--- src/rtl/uart_pkg.sv ---
// Shared UART definitions: parity encodings, receiver FSM states and the
// smallest usable baud divisor.
package uart_pkg;

    localparam int MIN_DIV = 4;

    typedef enum logic [1:0] {
        PAR_NONE     = 2'd0,
        PAR_EVEN     = 2'd1,
        PAR_ODD      = 2'd2,
        PAR_NONE_ALT = 2'd3
    } par_mode_e;

    typedef enum logic [2:0] {
        ST_IDLE,
        ST_START,
        ST_DATA,
        ST_PARITY,
        ST_STOP1,
        ST_STOP2,
        ST_BRKWAIT
    } rx_state_e;

endpackage

--- src/rtl/uart_bit_sampler.sv ---
// Line synchroniser, falling-edge detector and per-bit 3-sample majority voter.
// Bit timing restarts on 'restart' and runs while 'run' is high.
module uart_bit_sampler #(
    parameter int DIV_W       = 16,
    parameter int SYNC_STAGES = 2
) (
    input  logic             clk,
    input  logic             rstn,
    input  logic             rx,
    input  logic             run,
    input  logic             restart,
    input  logic [DIV_W-1:0] div,
    output logic             line,
    output logic             start_edge,
    output logic             bit_strobe,
    output logic             bit_val,
    output logic             bit_end
);

    localparam int NS = (SYNC_STAGES < 2) ? 2 : SYNC_STAGES;

    logic [NS-1:0]    sync_q, sync_d;
    logic             prev_q, prev_d;
    logic [DIV_W-1:0] bit_cnt_q, bit_cnt_d;
    logic             s0_q, s0_d;
    logic             s1_q, s1_d;
    logic [DIV_W-1:0] mid;

    assign line = sync_q[NS-1];
    assign mid  = (div - DIV_W'(1)) >> 1;

    always_comb begin
        sync_d    = {sync_q[NS-2:0], rx};
        prev_d    = line;
        bit_cnt_d = bit_cnt_q;
        s0_d      = s0_q;
        s1_d      = s1_q;
        if (restart) begin
            bit_cnt_d = '0;
        end else if (run) begin
            if (bit_cnt_q == mid - DIV_W'(1)) s0_d = line;
            if (bit_cnt_q == mid)             s1_d = line;
            bit_cnt_d = (bit_cnt_q >= div - DIV_W'(1)) ? '0 : bit_cnt_q + DIV_W'(1);
        end
    end

    // The third vote is the live line value, so the decision lands at mid+1.
    assign start_edge = prev_q & ~line;
    assign bit_strobe = run && (bit_cnt_q == mid + DIV_W'(1));
    assign bit_val    = (s0_q & s1_q) | (s0_q & line) | (s1_q & line);
    assign bit_end    = run && (bit_cnt_q == div - DIV_W'(1));

    always_ff @(posedge clk or negedge rstn) begin
        if (!rstn) begin
            sync_q    <= '1;
            prev_q    <= 1'b1;
            bit_cnt_q <= '0;
            s0_q      <= 1'b1;
            s1_q      <= 1'b1;
        end else begin
            sync_q    <= sync_d;
            prev_q    <= prev_d;
            bit_cnt_q <= bit_cnt_d;
            s0_q      <= s0_d;
            s1_q      <= s1_d;
        end
    end

endmodule

--- src/rtl/uart_rx_cfg.sv ---
// Configurable UART receiver: frame FSM on top of uart_bit_sampler, with
// parity/framing/overrun/break reporting and a valid/ready output.
module uart_rx_cfg
    import uart_pkg::*;
#(
    parameter int DATA_MAX    = 9,
    parameter int DIV_W       = 16,
    parameter int SYNC_STAGES = 2
) (
    input  logic                clk,
    input  logic                rstn,
    input  logic                rx,
    input  logic [DIV_W-1:0]    cfg_div,
    input  logic [3:0]          cfg_bits,
    input  logic [1:0]          cfg_parity,
    input  logic                cfg_stop2,
    output logic [DATA_MAX-1:0] rx_data,
    output logic                rx_valid,
    input  logic                rx_ready,
    output logic                parity_err,
    output logic                frame_err,
    output logic                overrun,
    input  logic                ovr_clr,
    output logic                break_det,
    output logic                busy
);

    rx_state_e           state_q, state_d;
    logic [DIV_W-1:0]    div_q, div_d;
    logic [3:0]          bits_q, bits_d;
    par_mode_e           par_q, par_d;
    logic                stop2_q, stop2_d;
    logic [3:0]          idx_q, idx_d;
    logic [DATA_MAX-1:0] shreg_q, shreg_d;
    logic                pbit_q, pbit_d;
    logic                ferr_q, ferr_d;
    logic [DATA_MAX-1:0] data_q, data_d;
    logic                valid_q, valid_d;
    logic                perr_q, perr_d;
    logic                frerr_q, frerr_d;
    logic                ovr_q, ovr_d;
    logic                brk_q, brk_d;
    logic                busy_q, busy_d;

    logic line, start_edge, bit_strobe, bit_val, bit_end;
    logic run, restart, complete, par_en;

    function automatic logic par_xor(input logic [DATA_MAX-1:0] d, input logic [3:0] n);
        logic p;
        p = 1'b0;
        for (int i = 0; i < DATA_MAX; i++) begin
            if (4'(i) < n) p = p ^ d[i];
        end
        return p;
    endfunction

    assign run    = (state_q != ST_IDLE) && (state_q != ST_BRKWAIT);
    assign par_en = (par_q == PAR_EVEN) || (par_q == PAR_ODD);

    uart_bit_sampler #(
        .DIV_W       (DIV_W),
        .SYNC_STAGES (SYNC_STAGES)
    ) u_sampler (
        .clk        (clk),
        .rstn       (rstn),
        .rx         (rx),
        .run        (run),
        .restart    (restart),
        .div        (div_q),
        .line       (line),
        .start_edge (start_edge),
        .bit_strobe (bit_strobe),
        .bit_val    (bit_val),
        .bit_end    (bit_end)
    );

    always_comb begin
        state_d  = state_q;
        div_d    = div_q;
        bits_d   = bits_q;
        par_d    = par_q;
        stop2_d  = stop2_q;
        idx_d    = idx_q;
        shreg_d  = shreg_q;
        pbit_d   = pbit_q;
        ferr_d   = ferr_q;
        data_d   = data_q;
        valid_d  = valid_q;
        perr_d   = perr_q;
        frerr_d  = frerr_q;
        ovr_d    = ovr_q;
        brk_d    = 1'b0;
        restart  = 1'b0;
        complete = 1'b0;

        if (valid_q && rx_ready) valid_d = 1'b0;
        if (ovr_clr)             ovr_d   = 1'b0;

        case (state_q)
            ST_IDLE: begin
                if (start_edge) begin
                    restart = 1'b1;
                    state_d = ST_START;
                    div_d   = (cfg_div < DIV_W'(MIN_DIV)) ? DIV_W'(MIN_DIV) : cfg_div;
                    if (cfg_bits < 4'd5)                 bits_d = 4'd5;
                    else if (cfg_bits > 4'(DATA_MAX))    bits_d = 4'(DATA_MAX);
                    else                                 bits_d = cfg_bits;
                    par_d   = par_mode_e'(cfg_parity);
                    stop2_d = cfg_stop2;
                    idx_d   = '0;
                    shreg_d = '0;
                    pbit_d  = 1'b0;
                    ferr_d  = 1'b0;
                end
            end
            ST_START: begin
                if (bit_strobe && bit_val) state_d = ST_IDLE;
                else if (bit_end)          state_d = ST_DATA;
            end
            ST_DATA: begin
                if (bit_strobe) begin
                    for (int i = 0; i < DATA_MAX; i++) begin
                        if (idx_q == 4'(i)) shreg_d[i] = bit_val;
                    end
                end
                if (bit_end) begin
                    idx_d = idx_q + 4'd1;
                    if (idx_q == bits_q - 4'd1) state_d = par_en ? ST_PARITY : ST_STOP1;
                end
            end
            ST_PARITY: begin
                if (bit_strobe) pbit_d  = bit_val;
                if (bit_end)    state_d = ST_STOP1;
            end
            ST_STOP1: begin
                if (bit_strobe) begin
                    if ((shreg_q == '0) && !(par_en && pbit_q) && !bit_val) begin
                        brk_d   = 1'b1;
                        state_d = ST_BRKWAIT;
                    end else begin
                        ferr_d = !bit_val;
                        if (!stop2_q) begin
                            complete = 1'b1;
                            state_d  = ST_IDLE;
                        end
                    end
                end else if (bit_end) begin
                    state_d = ST_STOP2;
                end
            end
            ST_STOP2: begin
                if (bit_strobe) begin
                    ferr_d   = ferr_q | !bit_val;
                    complete = 1'b1;
                    state_d  = ST_IDLE;
                end
            end
            ST_BRKWAIT: begin
                if (line) state_d = ST_IDLE;
            end
            default: state_d = ST_IDLE;
        endcase

        // A completed frame only lands if the output slot is free this cycle.
        if (complete) begin
            if (valid_q && !rx_ready) begin
                ovr_d = 1'b1;
            end else begin
                valid_d = 1'b1;
                data_d  = shreg_q;
                perr_d  = par_en && ((par_xor(shreg_q, bits_q) ^ pbit_q) != (par_q == PAR_ODD));
                frerr_d = ferr_d;
            end
        end

        busy_d = (state_d != ST_IDLE);
    end

    always_ff @(posedge clk or negedge rstn) begin
        if (!rstn) begin
            state_q <= ST_IDLE;
            div_q   <= DIV_W'(MIN_DIV);
            bits_q  <= 4'd8;
            par_q   <= PAR_NONE;
            stop2_q <= 1'b0;
            idx_q   <= '0;
            shreg_q <= '0;
            pbit_q  <= 1'b0;
            ferr_q  <= 1'b0;
            data_q  <= '0;
            valid_q <= 1'b0;
            perr_q  <= 1'b0;
            frerr_q <= 1'b0;
            ovr_q   <= 1'b0;
            brk_q   <= 1'b0;
            busy_q  <= 1'b0;
        end else begin
            state_q <= state_d;
            div_q   <= div_d;
            bits_q  <= bits_d;
            par_q   <= par_d;
            stop2_q <= stop2_d;
            idx_q   <= idx_d;
            shreg_q <= shreg_d;
            pbit_q  <= pbit_d;
            ferr_q  <= ferr_d;
            data_q  <= data_d;
            valid_q <= valid_d;
            perr_q  <= perr_d;
            frerr_q <= frerr_d;
            ovr_q   <= ovr_d;
            brk_q   <= brk_d;
            busy_q  <= busy_d;
        end
    end

    assign rx_data    = data_q;
    assign rx_valid   = valid_q;
    assign parity_err = perr_q;
    assign frame_err  = frerr_q;
    assign overrun    = ovr_q;
    assign break_det  = brk_q;
    assign busy       = busy_q;

endmodule

--- config.mk ---
export PLATFORM = sky130hd
export DESIGN_NAME = uart_rx_cfg
export DESIGN_NICKNAME = d
export VERILOG_FILES = /design/src/rtl/uart_pkg.sv /design/src/rtl/uart_bit_sampler.sv /design/src/rtl/uart_rx_cfg.sv
export SDC_FILE = /design/constraint.sdc
export NUM_CORES = 1
export LEC_CHECK = 0
export CAP_MARGIN = 20
export CORE_ASPECT_RATIO = 1.1
export CORE_MARGIN = 3
export CORE_UTILIZATION = 51
export CTS_CLUSTER_DIAMETER = 50
export DETAILED_ROUTE_END_ITERATION = 10
export PLACE_DENSITY = 0.81
export SLEW_MARGIN = 20
export SYNTH_ARGS = -nofsm -noshare
export SYNTH_HDL_FRONTEND = slang
export SYNTH_SLANG_ARGS = --single-unit
--- constraint.sdc ---
create_clock -name clk -period 8.5 [get_ports clk]
set_input_delay 2.55 -clock clk [delete_from_list [all_inputs] [get_ports clk]]
set_output_delay 2.55 -clock clk [all_outputs]
set_load 0.05 [all_outputs]
# After elaboration in Yosys (flattened, before gate mapping)
# Index checks and enable logic that the tools add are counted.
dict set report classes {
  addsub 6
  n_lt_le_gt_ge 13
  eq_ne 36
  n_mux 86
  bitwise 19
  reduce_logical 37
}
# operator n
set op_table {}
lappend op_table {{$mux 16} 4}
lappend op_table {{$mux 1} 57}
lappend op_table {{$eq 16x16->1} 3}
lappend op_table {{$mux 3} 13}
lappend op_table {{$reduce_and 4->1} 9}
lappend op_table {{$ne 2x2->1 const B} 13}
lappend op_table {{$pmux 3 s7} 1}
lappend op_table {{$mux 9} 2}
lappend op_table {{$pmux 9 s2} 1}
lappend op_table {{$add 15x1->16 const B} 1}
lappend op_table {{$add 16x1->16 const B} 1}
lappend op_table {{$eq 16x15->1} 1}
lappend op_table {{$eq 4x3->1 const B} 4}
lappend op_table {{$ge 16x16->1} 1}
lappend op_table {{$lt 16x3->1 const B} 1}
lappend op_table {{$lt 3x4->1 const A} 4}
lappend op_table {{$mux 4} 4}
lappend op_table {{$sub 15x1->16 const B} 1}
lappend op_table {{$sub 16x1->16 const B} 1}
lappend op_table {{$reduce_and 3->1} 4}
lappend op_table {{$logic_and 1x1->1} 10}
lappend op_table {{$eq 3x3->1 const B} 3}
lappend op_table {{$logic_not 9->1} 1}
lappend op_table {{$xor 1x1->1} 9}
lappend op_table {{30 further kinds} 48}
dict set report totals {
  register_bits 77
  output_inout_bits 15
  elab_cells 226
}

# Depth between registers and ports, before layout
# Gate-level depths: netlist of run 1.
dict set report depth {
  depth_word 45
  ltp_mapped 18
  depth_no_buf 16
}

# Hierarchy
# A second synthesis of run 1 with hierarchy kept.
dict set report unflattened {
  hier_cells 679
  hier_area_um2 5863.1
}
# module n_inst cells_per_inst area_each_um2 seq_area_each_um2
set modules_own_cells {}
lappend modules_own_cells {uart_bit_sampler 1 364 2934.1 531.8}
lappend modules_own_cells {uart_rx_cfg 1 315 2929.1 1403.8}

# Worst setup path before layout of run 1
# Ideal clock, no wire load.
dict set report synth_path {
  path_type {register -> register}
  startpoint {reg div_q[0]}
  endpoint {reg perr_q, in the netlist parity_err}
  setup_ns 0.125
  arrival_time_ns 4.126
  setup_slack_ns 4.249
  path_stages_with_launch 16
  n_path_buf 3
  synth_period_minus_slack_ns 4.251
  cell_sequence {dfrtp_1 buf_6 inv_1 ha_1 or3b_1 clkbuf_1 or4_1 a221oi_2 nand3_1 xnor2_1 a211oi_1 o221ai_1 or4_4 nor4b_4 buf_6 mux2_4}
}
dict set report synth_via {
  elab_chain_len 7
  word_cells_on_any_way 8
  classes_between {add/sub (2); eq/ne (1); mux (3); reduce/logical (2)}
}
# item line
set synth_lines {}
lappend synth_lines {{from (decl)} uart_rx_cfg.sv:29} ;# logic [DIV_W-1:0] div_q, div_d;
lappend synth_lines {{from (signal assigned)} uart_rx_cfg.sv:182} ;# div_q <= DIV_W'(MIN_DIV);
lappend synth_lines {{from (signal assigned)} uart_rx_cfg.sv:199} ;# div_q <= div_d;
lappend synth_lines {{$sub 16x1->16 *} uart_bit_sampler.sv:30} ;# assign mid = (div - DIV_W'(1)) >> 1;
lappend synth_lines {{$add 15x1->16 *} uart_bit_sampler.sv:49} ;# assign bit_strobe = run && (bit_cnt_q == mid + DIV_W'(1));
lappend synth_lines {{$eq 16x16->1 *} uart_bit_sampler.sv:49}
lappend synth_lines {{$logic_and 1x1->1 *} uart_bit_sampler.sv:49}
lappend synth_lines {{$mux 1, on equally long branches} {uart_rx_cfg.sv:152, uart_rx_cfg.sv:136}}
lappend synth_lines {{$pmux 1 s2 *} uart_rx_cfg.sv:99} ;# case (state_q)
lappend synth_lines {{$reduce_and 2->1 (no source line) *} --}
lappend synth_lines {{to (signal assigned)} uart_rx_cfg.sv:209} ;# perr_q <= perr_d;
lappend synth_lines {{to (decl)} uart_rx_cfg.sv:39} ;# logic perr_q, perr_d;
# Mark *: on every way between the ends. The rest lies on a longest branch, timed or not.
# A chain may end at the register's enable or synchronous reset.

# Worst setup path after layout of run 1
dict set report layout_path {
  startpoint {reg div_q[0]}
  endpoint {reg data_q[0], in the netlist rx_data[0]}
}
dict set report layout_via {
  elab_chain_len 7
  word_cells_on_any_way 8
  classes_between {add/sub (2); eq/ne (1); mux (3); reduce/logical (2)}
}
# item line
set layout_lines {}
lappend layout_lines {{$sub 16x1->16 *} uart_bit_sampler.sv:30}
lappend layout_lines {{$add 15x1->16 *} uart_bit_sampler.sv:49}
lappend layout_lines {{$eq 16x16->1 *} uart_bit_sampler.sv:49}
lappend layout_lines {{$logic_and 1x1->1 *} uart_bit_sampler.sv:49}
lappend layout_lines {{$mux 1, on equally long branches} {uart_rx_cfg.sv:152, uart_rx_cfg.sv:136}}
lappend layout_lines {{$pmux 1 s2 *} uart_rx_cfg.sv:99}
lappend layout_lines {{$reduce_and 2->1 (no source line) *} --}
lappend layout_lines {{to (signal assigned)} uart_rx_cfg.sv:207} ;# data_q <= data_d;
lappend layout_lines {{to (decl)} uart_rx_cfg.sv:37} ;# logic [DATA_MAX-1:0] data_q, data_d;
# Marks and branches as above.

==> results by group, run 1 <==
Yosys
  • Post-Synthesis Cells: 718
  • Post-synth top area share: 28.7%
  • Synth cell count leaders: nand2_1 (107), dfrtp_1 (70), nor2_1 (53), xnor2_1 (47), o21ai_0 (36)
  • Post-synth EDFFs: 0
  • Syn. warnings: 0
  • Ys flop type: dfrtp_1
  • Synth top area cells: dfrtp_1 (29%), xnor2_1 (6.7%), nand2_1 (6.6%), ha_1 (5.9%), nor2_1 (3.3%)
  • Most common cell in the synthesized netlist: nand2_1
  • Yosys reg bits: 77
  • Mapped cell area: 0.00611 mm2
  • Yosys top cell by area: dfrtp_1
  • Synth Net Count: 775
  • Synthesized area per cell: 8.51 um2
  • Register area share after synthesis: 31.7%
  • Asr flop ratio synth: 100%
  • Distinct cell type count after synthesis: 79

STA
  • Final period util: 59.8%
  • Final Hold Viols: 0
  • Final slew viol count: 0
  • Skew final: 0.0122 ns
  • Final Critical Period: 5.09 ns
  • Worst slew margin: 35.8%
  • Final setup viols: 0
  • Worst-margin pin slew: 0.964 ns
  • RSZ-0062 raised after global routing: no
  • Max Clk Rate: 0.197 GHz
  • Setup total negative slack: 0 ns

Floorplan
  • Total die area: 0.0133 mm2
  • IO Pins: 43
  • Starting density of the core: 52.7%
  • Core area: 0.0116 mm2
  • Die height: 121 um
  • FP Rows: 41
  • Die Wd: 110 um

Setup path
  • Critical path required time: 8.72 ns
  • Worst-path fanout max: 11
  • Crit start category: flop
  • Worst EP arrival: 5.30 ns
  • Max incr delay on CP: 0.79 ns
  • Crit path max-delay family: simple AND/OR/NAND/NOR gates
  • WP buf/inv: 1
  • CP endpoint kind: flop
  • Cells along the critical path: inv_1 > ha_1 > or3b_1 > or4_1 > a221oi_2 > nand3_1 > xnor2_1 > a211oi_1 > o221ai_1 > or4_4 > nor4b_4 > mux2_2
  • CP max stage cell: nor4b_4
  • CP Class: flop to flop

Pwr
  • Net Switching: 0.420 mW
  • Pwr per Cell Area: 184 mW/mm2
  • Int Power: 0.855 mW
  • Worst vdd ir: 0.133 mV
  • Gate power share: 27.9%
  • Sw Share: 33.0%
  • Sequential Power Share: 36.8%
  • Clock network fraction of design power: 35.3%
  • Pleak: 2.93 nW

Finish
  • Area of the multi-input gates: 0.00390 mm2
  • Layout overhead on the synthesized area: 13.5%
  • Storage cell area: 0.00194 mm2
  • ANT cells: 0
  • Fin util: 59.8%
  • Layout Nets: 794
  • Number of fill cells: 1,011
  • Share of cells above drive strength 1: 9.16%
  • Final instance area: 0.00694 mm2

Routing
  • Vias per cell: 6.05
  • Vias after detailed routing: 5,396
  • Remaining routing DRC violations: 0
  • Routed len/inst: 17.0 um
  • Detail Route Antenna Nets: 0
  • 1st-pass router iterations: 5
  • Final wirelength: 15,100 um
  • DRT iter0 DRCs: 370

CTS
  • Maximum clock insertion buffer count: 2
  • CTS H-tree lvls: 3
  • CTS Hold Bufs: 0
  • Clock sinks: 77
  • CTS buffer count: 9
  • CTS tree: built
  • Post-cts sizing count: 0
  • Clk_lat worst skew: 0.34 ns
  • Clock Pin Slew Worst Setup and Hold Paths: 0.07 ns
  • Post-CTS setup buffer count: 0
  • Clock root cell: clkbuf_16

Status
  • Outcome: complete, no violations

Global routing
  • Gr usage total: 23.3%
  • Global-route wire length before repair: 25,000 um
  • Number of global-route vias before repair: 5,283
  • Largest net degree at the start of global routing: 78
  • Initial antenna violation count: 0
  • Remaining global-route overflow: 0

Place
  • GPL Wtd Cong: 0.922
  • Detailed Place HPWL: 11,300 um
  • DP Area: 0.00659 mm2
  • Port buffer count: 42

Hold path
  • Hold Path Class: flop to flop

Flow run
  • Maxcap violations: 0
flip-flops by register name (all words and copies together), names as in the netlist, 2 cells and up:
name                 cells
state_q                  3
rx_data                  9
u_sampler.bit_cnt_q     16
div_q                   16
u_sampler.sync_q         2
bits_q                   4
par_q                    2
idx_q                    4
shreg_q                  9
cell usage in the layout (no fill, tap or decap), types with 4 or more instances in the layout:
master,netlist,final
a21oi_1,20,20
nand3b_1,4,4
inv_1,30,30
xnor2_1,47,47
o21ai_0,36,36
and3_1,10,10
nor3_1,23,22
o31ai_1,4,4
nor2_1,53,53
nand3_1,32,32
nand4_1,14,14
nor2b_1,12,12
mux2_4,9,9
dfrtp_1,70,70
a211oi_1,4,4
buf_4,0,6
o21a_1,12,12
xor2_1,9,9
or4_4,5,5
a21o_1,4,4
mux2i_1,13,13
mux2_2,4,4
ha_1,29,29
or2_2,5,5
or4_1,7,7
and4_1,4,4
nor4_1,15,14
dfstp_2,7,7
nand2_1,107,107
clkbuf_16,0,9
clkdlybuf4s50_1,0,41
a31oi_1,6,6
or3_1,8,8
nand2b_1,6,6
xnor3_1,5,5
o211ai_1,5,5
o22ai_1,4,4
layer usage:
layer  part of all wire (%)  up-vias  track usage [%]
met5                      0        -                0
met4                    3.7        0             9.62
met3                    5.1       44             3.90
met2                     50      172             39.7
met1                     41     2588             28.8
li1                       -     2592                -
stage by stage:
| step | total power, mW | std cells | setup WS [ns] | hold slack, ns |
|---|---|---|---|---|
| 2_1_floorplan | 0.736 | 718 | 4.25 | 0.345 |
| 3_3_place_gp | 0.806 | 876 | 3.73 | 0.348 |
| 3_5_place_dp | 0.826 | 876 | 3.51 | 0.349 |
| 4_1_cts | 1.28 | 892 | 3.48 | 0.358 |
| 5_1_grt | 1.34 | 892 | 3.14 | 0.363 |
| 6_report | 1.28 | 892 | 3.41 | 0.356 |
path summary, 6_finish.rpt:
kind                                                    start                             to  slack (ns)  cells past startpoint
min in group asynchronous                                rstn            break_det$_DFF_PN0_        2.38                      1
worst min-delay path            u_sampler.sync_q[0]$_DFF_PN1_  u_sampler.sync_q[1]$_DFF_PN1_        0.36                      0
max in group asynchronous                                rstn         shreg_q[2]$_DFFE_PN0P_        5.51                      1
worst max-delay path                     div_q[0]$_DFFE_PN0P_         rx_data[0]$_DFFE_PN0P_        3.41                     12
worst max register to register           div_q[0]$_DFFE_PN0P_         rx_data[0]$_DFFE_PN0P_        3.41                     12
worst min register to register  u_sampler.sync_q[0]$_DFF_PN1_  u_sampler.sync_q[1]$_DFF_PN1_        0.36                      0
cell type report:
cell class                 count  share of cell area (%)
clock buffer                  10                    3.30
clock inverter                 6                    1.62
inverter                      31                    1.68
sequential                    77                    27.9
multi-input combinational    571                    56.2
timing repair buffer          47                    6.57
tap                          150                    2.71
worst register-to-register path: stages, from the launching register on:
cell	delay (ns)
dfrtp_1	0.46
inv_1	0.13
ha_1	0.25
or3b_1	0.46
or4_1	0.49
a221oi_2	0.50
nand3_1	0.16
xnor2_1	0.16
a211oi_1	0.33
o221ai_1	0.23
or4_4	0.59
nor4b_4	0.79
mux2_2	0.42
cell families after synthesis:
kind of cell	after synthesis	share of synthesized area [%]
simple gates	327	27.8
compound gates	124	13.8
flops	77	31.7
buf+inv	70	4.67
xor+xnor	64	10.8
fa+ha+maj	30	6.10
mux	26	5.08
power by group through the flow:
stage	clock (mW)	sequential, mW	combinational (mW)
2_1_floorplan	0	0.427	0.310
3_3_place_gp	0	0.471	0.335
3_5_place_dp	0	0.476	0.350
4_1_cts	0.455	0.469	0.353
5_1_grt	0.473	0.476	0.396
6_report	0.450	0.469	0.355
No activity file was read; power rests on OpenSTA's default activity.
==> run 2, diff against run 1 <==
- PLACE_DENSITY: 0.81 -> 0.83
- clock period: 8.5 -> 4.4 ns (I/O delays scaled with it)
==> run 2 against run 1 <==
Against the previous run: sequential share of layout area is 1.1 points lower; critical path depth up 3; via count grew 3.9%; global-route usage rose by 1.6 points.
==> results by group, run 2 (same netlist as run 1, synthesis figures left out) <==
Setup path
  • Crit path launch: div_q[0]$_DFFE_PN0P_ (unchanged)
  • Worst-path fanout max: 6 (was 11)
  • R2R setup slack: 0.12 ns (was 3.41 ns)
  • CP Class: flop to flop (unchanged)
  • CP max stage cell: or4_4 (was nor4b_4)
  • Cells along the critical path: inv_1 > ha_4 > or3b_1 > buf_4 > xnor2_4 > xnor2_2 > nor2_1 > or4b_1 > a211oi_2 > o221ai_2 > or4_4 > nor4b_4 > buf_4 > buf_12 > mux2_2 (was inv_1 > ha_1 > or3b_1 > or4_1 > a221oi_2 > nand3_1 > xnor2_1 > a211oi_1 > o221ai_1 > or4_4 > nor4b_4 > mux2_2)
  • WP buf/inv: 4 (was 1)
  • CP endpoint kind: flop (unchanged)
  • Crit path max-delay family: simple AND/OR/NAND/NOR gates (unchanged)
  • Worst EP arrival: 4.52 ns (was 5.30 ns)
  • Max incr delay on CP: 0.57 ns (was 0.79 ns)
  • RR Startpoint: div_q[0]$_DFFE_PN0P_ (unchanged)
  • Critical path required time: 4.63 ns (was 8.72 ns)
  • CP most frequent cell: buf_4
  • Crit start category: flop (unchanged)

Finish
  • Storage cell area: 0.00194 mm2 (unchanged)
  • Most common cell after layout, fill and taps aside: nand2_1 (unchanged)
  • Area of the multi-input gates: 0.00398 mm2 (was 0.00390 mm2)
  • Layout Nets: 820 (was 794)
  • Layout overhead on the synthesized area: 18.1% (was 13.5%)
  • ANT cells: 0 (unchanged)
  • Share of cells above drive strength 1: 13.2% (was 9.16%)
  • Final Non-Filler Cells: 918 (was 892)
  • Biggest regs: div_q: 16 flops, u_sampler.bit_cnt_q: 16 flops (unchanged)
  • Leading cell types in the layout, fill and taps excluded: nand2_1 (107), dfrtp_1 (70), nor2_1 (53) (unchanged)
  • Final instance area: 0.00721 mm2 (was 0.00694 mm2)
  • Number of fill cells: 1,017 (was 1,011)

CTS
  • Maximum clock insertion buffer count: 2 (unchanged)
  • CTS buffer count: 9 (unchanged)
  • Clock root cell: clkbuf_16 (unchanged)
  • Clock Pin Slew Worst Setup and Hold Paths: 0.06 ns (was 0.07 ns)
  • CTS H-tree lvls: 3 (unchanged)
  • CTS tree: built (unchanged)
  • CTS Hold Bufs: 0 (unchanged)
  • Clk_lat worst skew: 0.35 ns (was 0.34 ns)
  • Clock sinks: 77 (unchanged)

Floorplan
  • Starting density of the core: 52.7% (unchanged)
  • Core area: 0.0116 mm2 (unchanged)
  • Die Wd: 110 um (unchanged)
  • IO Pins: 43 (unchanged)
  • FP Rows: 41 (unchanged)
  • Die height: 121 um (unchanged)
  • Total die area: 0.0133 mm2 (unchanged)

Global routing
  • Gr usage total: 24.9% (was 23.3%)
  • Initial antenna violation count: 0 (unchanged)
  • Remaining global-route overflow: 0 (unchanged)
  • Gr busiest metal: met2 (unchanged)
  • Met1 usage: 34.5% (was 28.8%)
  • Global-route wire length before repair: 26,100 um (was 25,000 um)
  • GRT met3 Usage: 2.83% (was 3.90%)
  • Number of global-route vias before repair: 5,330 (was 5,283)
  • GR Layer Usage met2: 39.2% (was 39.7%)
  • Largest net degree at the start of global routing: 78 (unchanged)

Routing
  • Remaining routing DRC violations: 0 (unchanged)
  • Detail Route Antenna Nets: 0 (unchanged)
  • 1st-pass router iterations: 5 (unchanged)
  • DRT iter0 DRCs: 474 (was 370)
  • Final wirelength: 15,800 um (was 15,100 um)
  • Vias per cell: 6.11 (was 6.05)
  • Vias after detailed routing: 5,605 (was 5,396)
  • Routed len/inst: 17.3 um (was 17.0 um)

STA
  • Final setup viols: 0 (unchanged)
  • Final Hold Viols: 0 (unchanged)
  • Final slew viol count: 0 (unchanged)
  • Worst-margin pin slew: 1.02 ns (was 0.964 ns)
  • Skew final: 0.00760 ns (was 0.0122 ns)
  • Max Clk Rate: 0.233 GHz (was 0.197 GHz)
  • Final Critical Period: 4.28 ns (was 5.09 ns)
  • WHS: 0.363 ns (was 0.356 ns)
  • Final setup margin: 0.116 ns (was 3.41 ns)
  • Worst slew margin: 31.6% (was 35.8%)
  • Final period util: 97.4% (was 59.8%)

Place
  • Port buffer count: 42 (unchanged)
  • GPL Wtd Cong: 0.971 (was 0.922)
  • Post-place setup slack: -0.00809 ns (was 3.51 ns)
  • DP Area: 0.00677 mm2 (was 0.00659 mm2)
  • Cells after DPL: 898 (was 876)
  • Detailed Place HPWL: 11,800 um (was 11,300 um)

Hold path
  • Hold Path Class: flop to flop (unchanged)
  • HP Start: u_sampler.sync_q[0]$_DFF_PN1_ (unchanged)

Pwr
  • Worst vdd ir: 0.275 mV (was 0.133 mV)
  • Pwr per Cell Area: 341 mW/mm2 (was 184 mW/mm2)
  • Total power: 2.46 mW (was 1.28 mW)
  • Pleak: 3.06 nW (was 2.93 nW)

Flow run
  • Maxcap violations: 0 (unchanged)

Status
  • Outcome: complete, no violations (unchanged)
[run 2: layout make-up]
| type | instances | area share (%) |
|---|---|---|
| well taps | 150 | 2.60 |
| inverters | 31 | 1.61 |
| clock inverters | 5 | 1.16 |
| multi-input cells | 571 | 55.1 |
| clock buffers | 11 | 3.23 |
| flip-flops and latches | 77 | 26.8 |
| repair buffers | 73 | 9.44 |
[run 2: power by group]
group          switching [mW]  leakage [nW]  internal (mW)  total, mW
Clock                   0.307         0.146          0.499      0.806
Combinational           0.398          1.94          0.361      0.759
Sequential              0.124         0.974          0.769      0.894
Total                   0.829          3.06           1.63       2.46
[run 2: worst paths after layout]
kind / endpoint / cells past startpoint
worst max-delay path: rx_data[0]$_DFFE_PN0P_ / 15
worst min-delay path: u_sampler.sync_q[1]$_DFF_PN1_ / 0
worst max register to register: rx_data[0]$_DFFE_PN0P_ / 15
worst min register to register: u_sampler.sync_q[1]$_DFF_PN1_ / 0
max in group asynchronous: div_q[1]$_DFFE_PN0P_ / 1
min in group asynchronous: overrun$_DFF_PN0_ / 1
[run 2: per-stage QoR]
stage	util (%)	setup TNS, ns
6_report	62.2	0
3_5_place_dp	58.4	-0.00809
4_1_cts	61.1	0
3_3_place_gp	58.4	0
2_1_floorplan	-	0
5_1_grt	62.2	-0.0962
[run 2: metal layers]
layer  wire length [um]  share of wire, %
met2               7550                48
met1               7000                44
met3                806               5.1
met5                  0                 0
met4                480               3.0
[run 2: repair_timing]
item,CTS,global route
gates resized for setup,1,11
setup endpoints to repair,1,20
pin swaps,0,5
setup buffers,0,3
cloned,0,1
